**src/rtl/arb_pkg.sv**
```systemverilog
// Shared types and sizes for the 8-way round-robin arbiter.
package arb_pkg;

   localparam int unsigned N_CLIENTS = 8;
   localparam int unsigned IDX_W     = 3;

   typedef enum logic {
      IDLE  = 1'b0,
      GRANT = 1'b1
   } arb_state_t;

endpackage

```
**src/rtl/arbiter_8way_dmux.sv**
```systemverilog
// 1-to-8 demultiplexer: routes `in` to the output selected by `sel`, others 0.
module DMux8Way (
   input  logic       in,
   input  logic [2:0] sel,
   output logic       a,
   output logic       b,
   output logic       c,
   output logic       d,
   output logic       e,
   output logic       f,
   output logic       g,
   output logic       h
);

   assign a = in & (sel == 3'd0);
   assign b = in & (sel == 3'd1);
   assign c = in & (sel == 3'd2);
   assign d = in & (sel == 3'd3);
   assign e = in & (sel == 3'd4);
   assign f = in & (sel == 3'd5);
   assign g = in & (sel == 3'd6);
   assign h = in & (sel == 3'd7);

endmodule

```
**src/rtl/arbiter_8way.sv**
```systemverilog
// Round-robin arbiter for 8 clients with grant hold and optional hold-limit revocation.
// One-hot grant is decoded from the registered owner index, so req never reaches outputs.
module arbiter_8way
   import arb_pkg::*;
#(
   parameter int unsigned MAX_HOLD = 15
) (
   input  logic                 clk,
   input  logic                 rst_n,
   input  logic [N_CLIENTS-1:0] req,
   output logic [N_CLIENTS-1:0] gnt,
   output logic [IDX_W-1:0]     gnt_idx,
   output logic                 gnt_valid,
   output logic                 timeout
);

   localparam int unsigned CNT_W = (MAX_HOLD == 0) ? 1 : $clog2(MAX_HOLD + 1);
   localparam logic [CNT_W-1:0] HOLD_LIM = CNT_W'(MAX_HOLD);
   localparam logic HOLD_EN = (MAX_HOLD != 0);

   arb_state_t       state_q, state_d;
   logic [IDX_W-1:0] ptr_q, ptr_d;
   logic [IDX_W-1:0] idx_q, idx_d;
   logic [CNT_W-1:0] cnt_q, cnt_d;
   logic             valid_q, valid_d;
   logic             timeout_q, timeout_d;

   logic [IDX_W-1:0] win_c;
   logic             any_req_c;
   logic             own_req_c;
   logic             expire_c;

   // First set request at or above ptr, wrapping 7 -> 0.
   function automatic logic [IDX_W-1:0] rr_pick(input logic [N_CLIENTS-1:0] r,
                                                input logic [IDX_W-1:0]     p);
      logic [IDX_W-1:0] pick;
      logic [IDX_W-1:0] cand;
      logic             found;
      pick  = '0;
      found = 1'b0;
      for (int unsigned i = 0; i < N_CLIENTS; i++) begin
         cand = p + IDX_W'(i);
         if (!found && r[cand]) begin
            pick  = cand;
            found = 1'b1;
         end
      end
      return pick;
   endfunction

   assign win_c     = rr_pick(req, ptr_q);
   assign any_req_c = |req;
   assign own_req_c = req[idx_q];
   assign expire_c  = HOLD_EN && (cnt_q == HOLD_LIM);

   // State and datapath registers.
   always_ff @(posedge clk) begin
      if (!rst_n) begin
         state_q   <= IDLE;
         ptr_q     <= '0;
         idx_q     <= '0;
         cnt_q     <= '0;
         valid_q   <= 1'b0;
         timeout_q <= 1'b0;
      end else begin
         state_q   <= state_d;
         ptr_q     <= ptr_d;
         idx_q     <= idx_d;
         cnt_q     <= cnt_d;
         valid_q   <= valid_d;
         timeout_q <= timeout_d;
      end
   end

   // Next-state logic.
   always_comb begin
      state_d = state_q;
      unique case (state_q)
         IDLE: begin
            if (any_req_c) state_d = GRANT;
         end
         GRANT: begin
            if (!own_req_c || expire_c) state_d = IDLE;
         end
         default: state_d = IDLE;
      endcase
   end

   // Registered-output and datapath next values.
   always_comb begin
      ptr_d     = ptr_q;
      idx_d     = idx_q;
      cnt_d     = cnt_q;
      valid_d   = 1'b0;
      timeout_d = 1'b0;
      unique case (state_q)
         IDLE: begin
            if (any_req_c) begin
               idx_d   = win_c;
               ptr_d   = IDX_W'(win_c + IDX_W'(1));
               cnt_d   = CNT_W'(1);
               valid_d = 1'b1;
            end else begin
               idx_d = '0;
               cnt_d = '0;
            end
         end
         GRANT: begin
            if (!own_req_c) begin
               idx_d = '0;
               cnt_d = '0;
            end else if (expire_c) begin
               idx_d     = '0;
               cnt_d     = '0;
               timeout_d = 1'b1;
            end else begin
               valid_d = 1'b1;
               // Without a hold limit the counter parks at 1.
               cnt_d   = HOLD_EN ? CNT_W'(cnt_q + CNT_W'(1)) : CNT_W'(1);
            end
         end
         default: begin
            idx_d = '0;
            cnt_d = '0;
         end
      endcase
   end

   assign gnt_idx   = idx_q;
   assign gnt_valid = valid_q;
   assign timeout   = timeout_q;

   DMux8Way u_gnt_dec (
      .in  (valid_q),
      .sel (idx_q),
      .a   (gnt[0]),
      .b   (gnt[1]),
      .c   (gnt[2]),
      .d   (gnt[3]),
      .e   (gnt[4]),
      .f   (gnt[5]),
      .g   (gnt[6]),
      .h   (gnt[7])
   );

endmodule

```
**config.mk**
```make
export PLATFORM = sky130hd
export DESIGN_NAME = arbiter_8way
export DESIGN_NICKNAME = d
export VERILOG_FILES = /design/src/rtl/arb_pkg.sv /design/src/rtl/arbiter_8way_dmux.sv /design/src/rtl/arbiter_8way.sv
export SDC_FILE = /design/constraint.sdc
export NUM_CORES = 1
export LEC_CHECK = 0
export CAP_MARGIN = 30
export CELL_PAD_IN_SITES_DETAIL_PLACEMENT = 1
export CELL_PAD_IN_SITES_GLOBAL_PLACEMENT = 1
export CORE_MARGIN = 2
export CORE_UTILIZATION = 44
export DETAILED_ROUTE_END_ITERATION = 8
export PLACE_DENSITY = 0.94
export SETUP_SLACK_MARGIN = 0.02
export SLEW_MARGIN = 20
export SYNTH_ARGS = -nofsm -noshare
export SYNTH_HDL_FRONTEND = slang
export SYNTH_SLANG_ARGS = --single-unit
```
**constraint.sdc**
```tcl
create_clock -name clk -period 6.7 [get_ports clk]
set_clock_uncertainty 0.2 [all_clocks]
set_input_delay 1.34 -clock clk [delete_from_list [all_inputs] [get_ports clk]]
set_output_delay 1.34 -clock clk [all_outputs]
set_load 0.03 [all_outputs]
```
==> results_dict.tcl, run 1 <==
set metrics [dict create \
    status "completed" \
    yosys.area_share.simple_pct 21.4 \
    drtIter0Drc 76 \
    crit_type "reg2reg" \
    holdCritStartpoint "cnt_q[0]" \
    drv_cap 0 \
    place_ws_ns 1.98 \
    clkLatencyLatePin_ns 0.27 \
    postSynth.asyncResetShare_pct 0 \
    avgSynthCellArea_um2 8.95 \
    cts_max_level 1 \
    power_frac_comb_pct 75.4 \
    diodes 0 \
    cts_made_buffers 3 \
    post_cts_resized 0 \
    synth_area_leaders "mux4_2, dfxtp_1, buf_4, nand2_1, mux2i_1" \
    cts_tree "yes" \
    reg2reg_from "ptr_q[0]" \
    dp_hpwl_um 3500 \
    synth_seq_cells 12 \
    yosysMostFrequentCell "nand2_1" \
    final_layout_size_suffix_gt1_share_pct 13.3 \
    syn-cell-area_um2 1480 \
    worst_ep_required_time_ns 6.70 \
    area_growth_pct 13.0 \
    startpoint "ptr_q[0]" \
    cts_root_buffer "clkbuf_4" \
    synth_nets 179 \
    drt-wirelength-per-cell_um 20.3 \
    clockBufferDepth 2 \
    cp.arrival_ns 4.67 \
    grt_pass1_vias 1438 \
    syn_inst 165 \
    drtAntennaViolNets 0 \
    die_area_um2 3830 \
    floorplan.initialDensity_pct 45.0 \
    die-height_um 61.9 \
    grt_max_degree 19 \
    sw_frac_of_total_pct 51.9 \
    synth_top_area_share_pct 16.8 \
    irDropWorstVdd_mv 0.226 \
    slew_violations 0 \
    drtPass1Iterations 5 \
    synth_xor_area_share_pct 2.97 \
    ioPinCount 23 \
    max_stage_delay_ns 0.86 \
    setup_ws_ns 2.03 \
    rows 21 \
    core_area_um2 3280 \
    path_cells "inv_1 > ha_1 > mux4_2 > mux2_2 > a21o_1 > a211oi_2 > o22ai_1 > a31o_2 > ha_1 > or3_1 > a31oi_1" \
    grt_pass1_wl_um 7250 \
    synthAdderAreaFrac_pct 3.39 \
    die_w_um 61.9 \
    rr_worst_depth 11 \
    synth_top_family_by_area "multiplexers" \
    globalplace.congestion 0.851 \
    synth_common_cells "nand2_1, nor2_1, dfxtp_1, mux4_2, buf_4" \
    ys_types 49 \
    powerDensity_nw_per_um2 494 \
    power_switching_uw 427 \
    max_clock_freq_mhz 214 \
    totalPowerFinal_uw 824 \
    setup-violations-final 0 \
    period_share_pct 69.6 \
    vias 1428 \
    path_clk_slew_ns 0.07 \
    nNetsFinal 188 \
    synth_edf_count 0 \
    grt_overflow_total 0 \
    fill_cells 385 \
    seqPwrFrac_pct 17.7 \
    crit_fanout 18 \
    grt_usage_pct 25.7 \
    portBuffers 22 \
    period_needed_ns 4.67 \
    drt-total-wl_um 4440 \
    worst_slew_pin_slew_ns 0.825 \
    crit_path_frequent_cell "ha_1" \
    drc 0 \
    cts_sinks 12 \
    synth-main-ff-cell "dfxtp_1" \
    hold_depth 1 \
    fin_setup_tns_ns 0 \
    hold_class "reg2reg" \
    vias_per_cell 6.52 \
    start_kind "flop" \
    p_clk_share_pct 6.9 \
    synth_compound_area_share_pct 20.0 \
    yosys.area.top_type "mux4_2" \
    post_cts_buffers 0 \
    grt_setup_unrepaired "no" \
    hold_buffers 0 \
    slowest_stage "dfxtp_1" \
    synth_mux_area_share_pct 26.7 \
    power.leakage_uw 0.000587 \
    end_kind "flop" \
    hold_viol 0 \
    p_int_uw 397 \
    max_slew_margin_pct 44.9 \
    final_util_pct 50.8 \
    antenna_found_initial 0 \
    yosysWarnings 0 \
    yosysSeqAreaShare_pct 16.3 \
]
## through the flow
stage | hold WS, ns | cells | cell area, um2
5_1_grt | 0.377 | 219 | 1670
3_5_place_dp | 0.311 | 215 | 1630
2_1_floorplan | 0.253 | 165 | 1480
3_3_place_gp | 0.293 | 215 | 1630
6_report | 0.334 | 219 | 1670
4_1_cts | 0.334 | 219 | 1670
## layout make-up
cell class                      instances  area (um2)  share of cell area [%]
Clock buffer                            4        36.3                    2.18
Inverter                                4        15.0                   0.900
Multi-Input combinational cell        131        1100                    65.9
Sequential cell                        12         240                    14.4
Tap cell                               46        57.6                    3.45
Timing Repair Buffer                   22         220                    13.2
## sequential cells by signal (all words and copies together), names as in the netlist
name / cells
cnt_q: 4
timeout: 1
ptr_q: 3
gnt_idx: 3
gnt_valid: 1
## layout by cell type, fill, tap and decap left out, types with 2 or more instances in the layout
master / Yosys / routed
a211o_1: 2 / 2
a21oi_1: 5 / 5
a221o_1: 2 / 2
a31oi_1: 4 / 4
a32o_1: 4 / 4
and2_1: 3 / 3
and3b_1: 2 / 2
clkbuf_4: 0 / 3
clkdlybuf4s50_1: 0 / 22
dfxtp_1: 12 / 12
ha_1: 4 / 4
inv_1: 4 / 4
mux2_2: 4 / 4
mux2i_1: 6 / 6
mux4_2: 11 / 11
nand2_1: 17 / 17
nand2b_1: 5 / 5
nand3_1: 4 / 4
nand4_1: 2 / 2
nor2_1: 15 / 15
nor2b_1: 2 / 2
nor3_1: 2 / 2
nor3b_1: 2 / 2
nor4_1: 2 / 2
o211a_1: 2 / 2
o211ai_1: 2 / 2
o21ai_0: 7 / 7
xnor2_1: 2 / 2
xor2_1: 3 / 3
## worst paths after layout
check	slack [ns]	end
setup / recovery	2.03	ptr_q[2]
hold / removal	0.33	cnt_q[0]
setup reg to reg	2.03	ptr_q[2]
hold reg to reg	0.33	cnt_q[0]
## logic make-up after synthesis
kind of cell / after synthesis
buffers and inverters: 22
adders and majority gates: 4
and+or+nand+nor: 60
muxes: 23
AOI/OAI and AO/OA: 39
xor gates and xnor gates: 5
DFF: 12
## critical path: cells and delay by family, from the launching register on
family	cells	cell delay, ns
multiplexers	2	1.01
AND/OR/NAND/NOR	1	0.38
flip-flops	1	0.86
AO/OA/AOI/OAI	5	1.02
adder cells (fa/ha/maj)	2	0.90
buffers and inverters	1	0.21
## power by group through the flow
stage	registers [uW]	clock network [uW]	logic, uW
2_1_floorplan	118	0	494
3_3_place_gp	142	0	557
3_5_place_dp	147	0	612
4_1_cts	145	59.7	616
5_1_grt	150	60.1	671
6_report	146	57.0	621
## metal layers
metal | track usage, % | routed length [um] | part of all wire, %
met1 | 30.4 | 1810 | 41
met2 | 46.8 | 2370 | 53
met3 | 1.86 | 114 | 2.6
met4 | 12.5 | 144 | 3.2
met5 | 0 | 0 | 0
No activity file was read; power rests on OpenSTA's default activity.
==> inputs of run 2 (changes only) <==
Settings changed: CORE_UTILIZATION 44 to 41, PLACE_DENSITY 0.94 to 0.89.
Clock period 6.7 ns to 4.59 ns, I/O delays scaled along.
==> run 2 against run 1 <==
Effect of this change: worst hold slack worse by 0.039 ns; sequential power rose by 15%; total power up 43%; wire length fell by 4.4%; largest power group unchanged; highest routed layer unchanged.
==> results_dict.tcl, run 2 (same netlist as run 1, synthesis figures left out) <==
set metrics [dict create \
    status "completed" \
    final_cell_mix "clkdlybuf4s50_1, nand2_1, nor2_1" \
    drt-total-wl_um 4250 \
    stdcell_area_um2 1680 \
    clkLatencyLatePin_ns 0.27 \
    seqCellArea_um2 240 \
    multiInputGateArea_um2 1100 \
    nNetsFinal 191 \
    die-height_um 64.0 \
    die_w_um 64.0 \
    fin_setup_tns_ns 0 \
    grt_max_degree 18 \
    rows 21 \
    start_kind "input port" \
    drtAntennaViolNets 0 \
    hold_viol 0 \
    hold_class "reg2reg" \
    antenna_found_initial 0 \
    top_register "cnt_q" \
    vias 1383 \
    fill_cells 404 \
    ioPinCount 23 \
    diodes 0 \
    cts_max_level 1 \
    die_area_um2 4100 \
    vias_per_cell 6.26 \
    cts_tree "yes" \
    grt_usage_pct 22.4 \
    irDropWorstVdd_mv 0.276 \
    drt-wirelength-per-cell_um 19.2 \
    globalplace.congestion 0.855 \
    grt_setup_unrepaired "no" \
    period_needed_ns 4.01 \
    period_share_pct 87.4 \
    drtPass1Iterations 4 \
    largest_reg_flops 4 \
    hold_buffers 0 \
    cts_made_buffers 3 \
    drv_cap 0 \
    grt_pass1_vias 1421 \
    crit_type "in2reg" \
    floorplan.initialDensity_pct 43.6 \
    cp.arrival_ns 4.02 \
    layout_commonest_cell "clkdlybuf4s50_1" \
    end_kind "flop" \
    place_area_um2 1650 \
    portBuffers 22 \
    dp_hpwl_um 3370 \
    worst_slew_pin_slew_ns 0.660 \
    final_layout_size_suffix_gt1_share_pct 14.3 \
    clockBufferDepth 2 \
    drtIter0Drc 72 \
    cts_root_buffer "clkbuf_4" \
    worst_ep_required_time_ns 4.60 \
    reg2reg_slack_ns 0.80 \
    post_cts_buffers 0 \
    setup-violations-final 0 \
    core_area_um2 3390 \
    powerDensity_nw_per_um2 703 \
    crit_fanout 10 \
    max_clock_freq_mhz 249 \
    power.leakage_uw 0.000595 \
    path_clk_slew_ns 0.07 \
    cts_sinks 12 \
    area_growth_pct 13.6 \
    grt_pass1_wl_um 7150 \
    grt_overflow_total 0 \
    max_slew_margin_pct 56.0 \
    drc 0 \
    post_cts_resized 0 \
    slew_violations 0 \
]
==> run 2: per-layer routing <==
metal  up-vias  track usage [%]  wire, um
li1        648                -         -
met1       697             27.9      1840
met2        32             40.5      2220
met3         6            0.528       109
met4         0             8.97        80
met5         -                0         0
==> run 2: where the power goes <==
| part | switching [uW] | total, uW | internal [uW] |
|---|---|---|---|
| sequential | 38.3 | 168 | 130 |
| combinational | 531 | 946 | 415 |
| clock | 33.4 | 63.8 | 30.4 |
==> run 2: cell type report <==
| type | instances | share of cell area (%) |
|---|---|---|
| repair buffers | 25 | 14.5 |
| multi-input cells | 131 | 65.5 |
| inverters | 4 | 0.896 |
| well taps | 46 | 3.43 |
| clock buffers | 3 | 1.34 |
| flip-flops and latches | 12 | 14.3 |
==> run 2: path summary, 6_finish.rpt <==
path	cells after the start	startpoint	to
setup / recovery	10	req[7]	ptr_q[2]
setup reg to reg	11	ptr_q[1]	ptr_q[2]
hold / removal	1	cnt_q[0]	cnt_q[0]
hold reg to reg	1	cnt_q[0]	cnt_q[0]
==> run 2: stage by stage <==
step / power [uW] / setup slack (ns) / instances / hold WS, ns / utilization (%)
final: 1180 / 0.577 / 221 / 0.295 / 49.5
after global routing: 1270 / 0.420 / 221 / 0.358 / 49.5
after CTS: 1180 / 0.615 / 221 / 0.300 / 49.5
after detailed placement: 1110 / 0.327 / 218 / 0.286 / 48.8
after global placement: 1050 / 0.472 / 218 / 0.286 / 48.8
after floorplan: 894 / 0.946 / 165 / 0.253 / -
==> run 2: worst max-delay path, cell delays in order <==
cell and delay [ns]:
clkdlybuf4s50_1 0.58, mux4_1 0.66, nor3b_1 0.18, o211ai_1 0.29, o2111a_1 0.28, o22ai_1 0.09, a31o_2 0.29, ha_1 0.20
or3_1 0.37, a31oi_1 0.15
==> RTL edit (settings of run 2) <==
`MAX_HOLD`: 15 -> 30.
--- a/src/rtl/arbiter_8way.sv
+++ b/src/rtl/arbiter_8way.sv
@@ -3,7 +3,7 @@
 module arbiter_8way
    import arb_pkg::*;
 #(
-   parameter int unsigned MAX_HOLD = 15
+   parameter int unsigned MAX_HOLD = 30
 ) (
    input  logic                 clk,
    input  logic                 rst_n,
Check against the original RTL: same outputs for any inputs over 10 cycles, from zero or initial values and one cycle with rst_n low; that may be too few to reach the edited logic, so the function may still have changed.
==> RTL edit against run 2 <==
  * Count of clock-buffer cells in the layout stayed put
  * Largest cell class unchanged
  * Synthesized area is 5.5% higher
  * Global-route usage is 3.0 points higher
  * Final area is 11% higher
  * Sequential cell count is 1 higher
  * Wire length is 16% higher
  * Worst setup slack worse by 0.049 ns
  * Via count is 11% higher
  * Cell count is 13% higher
  * Combinational power is 13% lower
  * Power is 5.4% lower
==> RTL edit: results (changes against run 2) <==
Synth
  • Area fraction in compound gates after synthesis: 14.3% (was 20.0%)
  • Number of library cell types mapped by synthesis: 40 (was 49)
  • Post-Synth XOR/XNOR Area: 4.50% (was 2.97%)
  • Most used standard cells in the synthesized netlist: sky130_fd_sc_hd__nand2_1, sky130_fd_sc_hd__nor2_1, sky130_fd_sc_hd__mux4_2 (was sky130_fd_sc_hd__nand2_1, sky130_fd_sc_hd__nor2_1, sky130_fd_sc_hd__dfxtp_1)
  • Cell count after synthesis: 185 (was 165)
  • Synthesized-area fraction occupied by adder cells: 4.02% (was 3.39%)

Clocking
  • Clock Tree Root: sky130_fd_sc_hd__clkbuf_8 (was sky130_fd_sc_hd__clkbuf_4)
  • Clock Latency Late Sink: 0.25 ns (was 0.27 ns)

Power
  • Internal Pwr Total: 561 uW (was 576 uW)
  • Reported sequential group power: 184 uW (was 168 uW)
  • Leak Pwr: 0.681 nW (was 0.595 nW)
  • Worst IR drop on VDD: 0.373 mV (was 0.276 mV)

Global routing
  • Met3 Track Usage GR: 4.62% (was 0.528%)
  • Global-route wire length before repair: 8160 um (was 7150 um)
  • Largest net degree at the start of global routing: 17 (was 18)
  • Met2 layer usage reported by global route: 42.0% (was 40.5%)
  • Tot GR Track Use: 25.4% (was 22.4%)
  • Vias in the first global route: 1631 (was 1421)

Worst setup path
  • Worst endpoint data arrival time: 4.01 ns (was 4.02 ns)
  • Worst reg2reg path endpoint: ptr_q[1] (was ptr_q[2])
  • Critical path's largest stage delay: 0.57 ns (was 0.66 ns)
  • Reg-to-reg setup timing slack: 0.67 ns (was 0.80 ns)
  • Standard cell with the maximum stage delay on the critical path: sky130_fd_sc_hd__mux4_2 (was sky130_fd_sc_hd__mux4_1)
  • Startpoint of the most critical setup path: req[6] (was req[7])
  • Reg2Reg Launch Point: ptr_q[0] (was ptr_q[1])

Worst hold path
  • Cells on Worst Hold Path: 2 (was 1)
  • Endpoint with the worst hold slack: timeout (was cnt_q[0])
  • Launch instance of the worst min-delay path: cnt_q[4] (was cnt_q[0])

Placement
  • GPL Wtd Cong: 0.903 (was 0.855)
  • Cell area after placement: 1810 um2 (was 1650 um2)
  • DP Wirelength: 3690 um (was 3370 um)

Cells and area
  • Number of standard cells in the final layout excluding fillers: 250 (was 221)

Route
  • Iteration-0 DRC Markers: 58 (was 72)
  • Detailed-route wire length on metal 1: 2090 um (was 1840 um)
  • Routed met3 length: 251 um (was 109 um)
  • Total length of routed met2 wires: 2440 um (was 2220 um)

Run status
  • Run status: finished clean (unchanged)

Timing
  • Least-Margin Pin Slew: 0.701 ns (was 0.660 ns)
RTL edit: changes by cell type after synthesis, sizes merged, moves of 3 or more:
cell    before  now
nor3         2    7
nand2b       5    2
buf         15   12
clkbuf       3    8
mux2i        6   10
a32o         4    0
o22ai        1    4
o221ai       0    5
inv          4   13
RTL edit: final cells by class:
cell class              count  area [um2]
well taps                  48        60.1
repair buffers             33         303
multi-input cells         139        1130
clock inverters             1        5.00
fillers                   440        1810
inverters                  13        48.8
clock buffers               3        41.3
flip-flops and latches     13         260
RTL edit: critical path, delay by kind of cell:
kind                     cells  cell delay, ns
multiplexers                 1            0.57
buffers and inverters        1            0.53
AO/OA/AOI/OAI                2            0.43
adder cells (fa/ha/maj)      1            0.29
AND/OR/NAND/NOR              4            1.27
RTL edit: stage by stage:
step / hold slack (ns) / setup WS (ns)
after floorplan: 0.272 / 0.364
after global placement: 0.301 / 0.402
after detailed placement: 0.309 / 0.304
after CTS: 0.334 / 0.554
after global routing: 0.367 / 0.381
final: 0.329 / 0.528
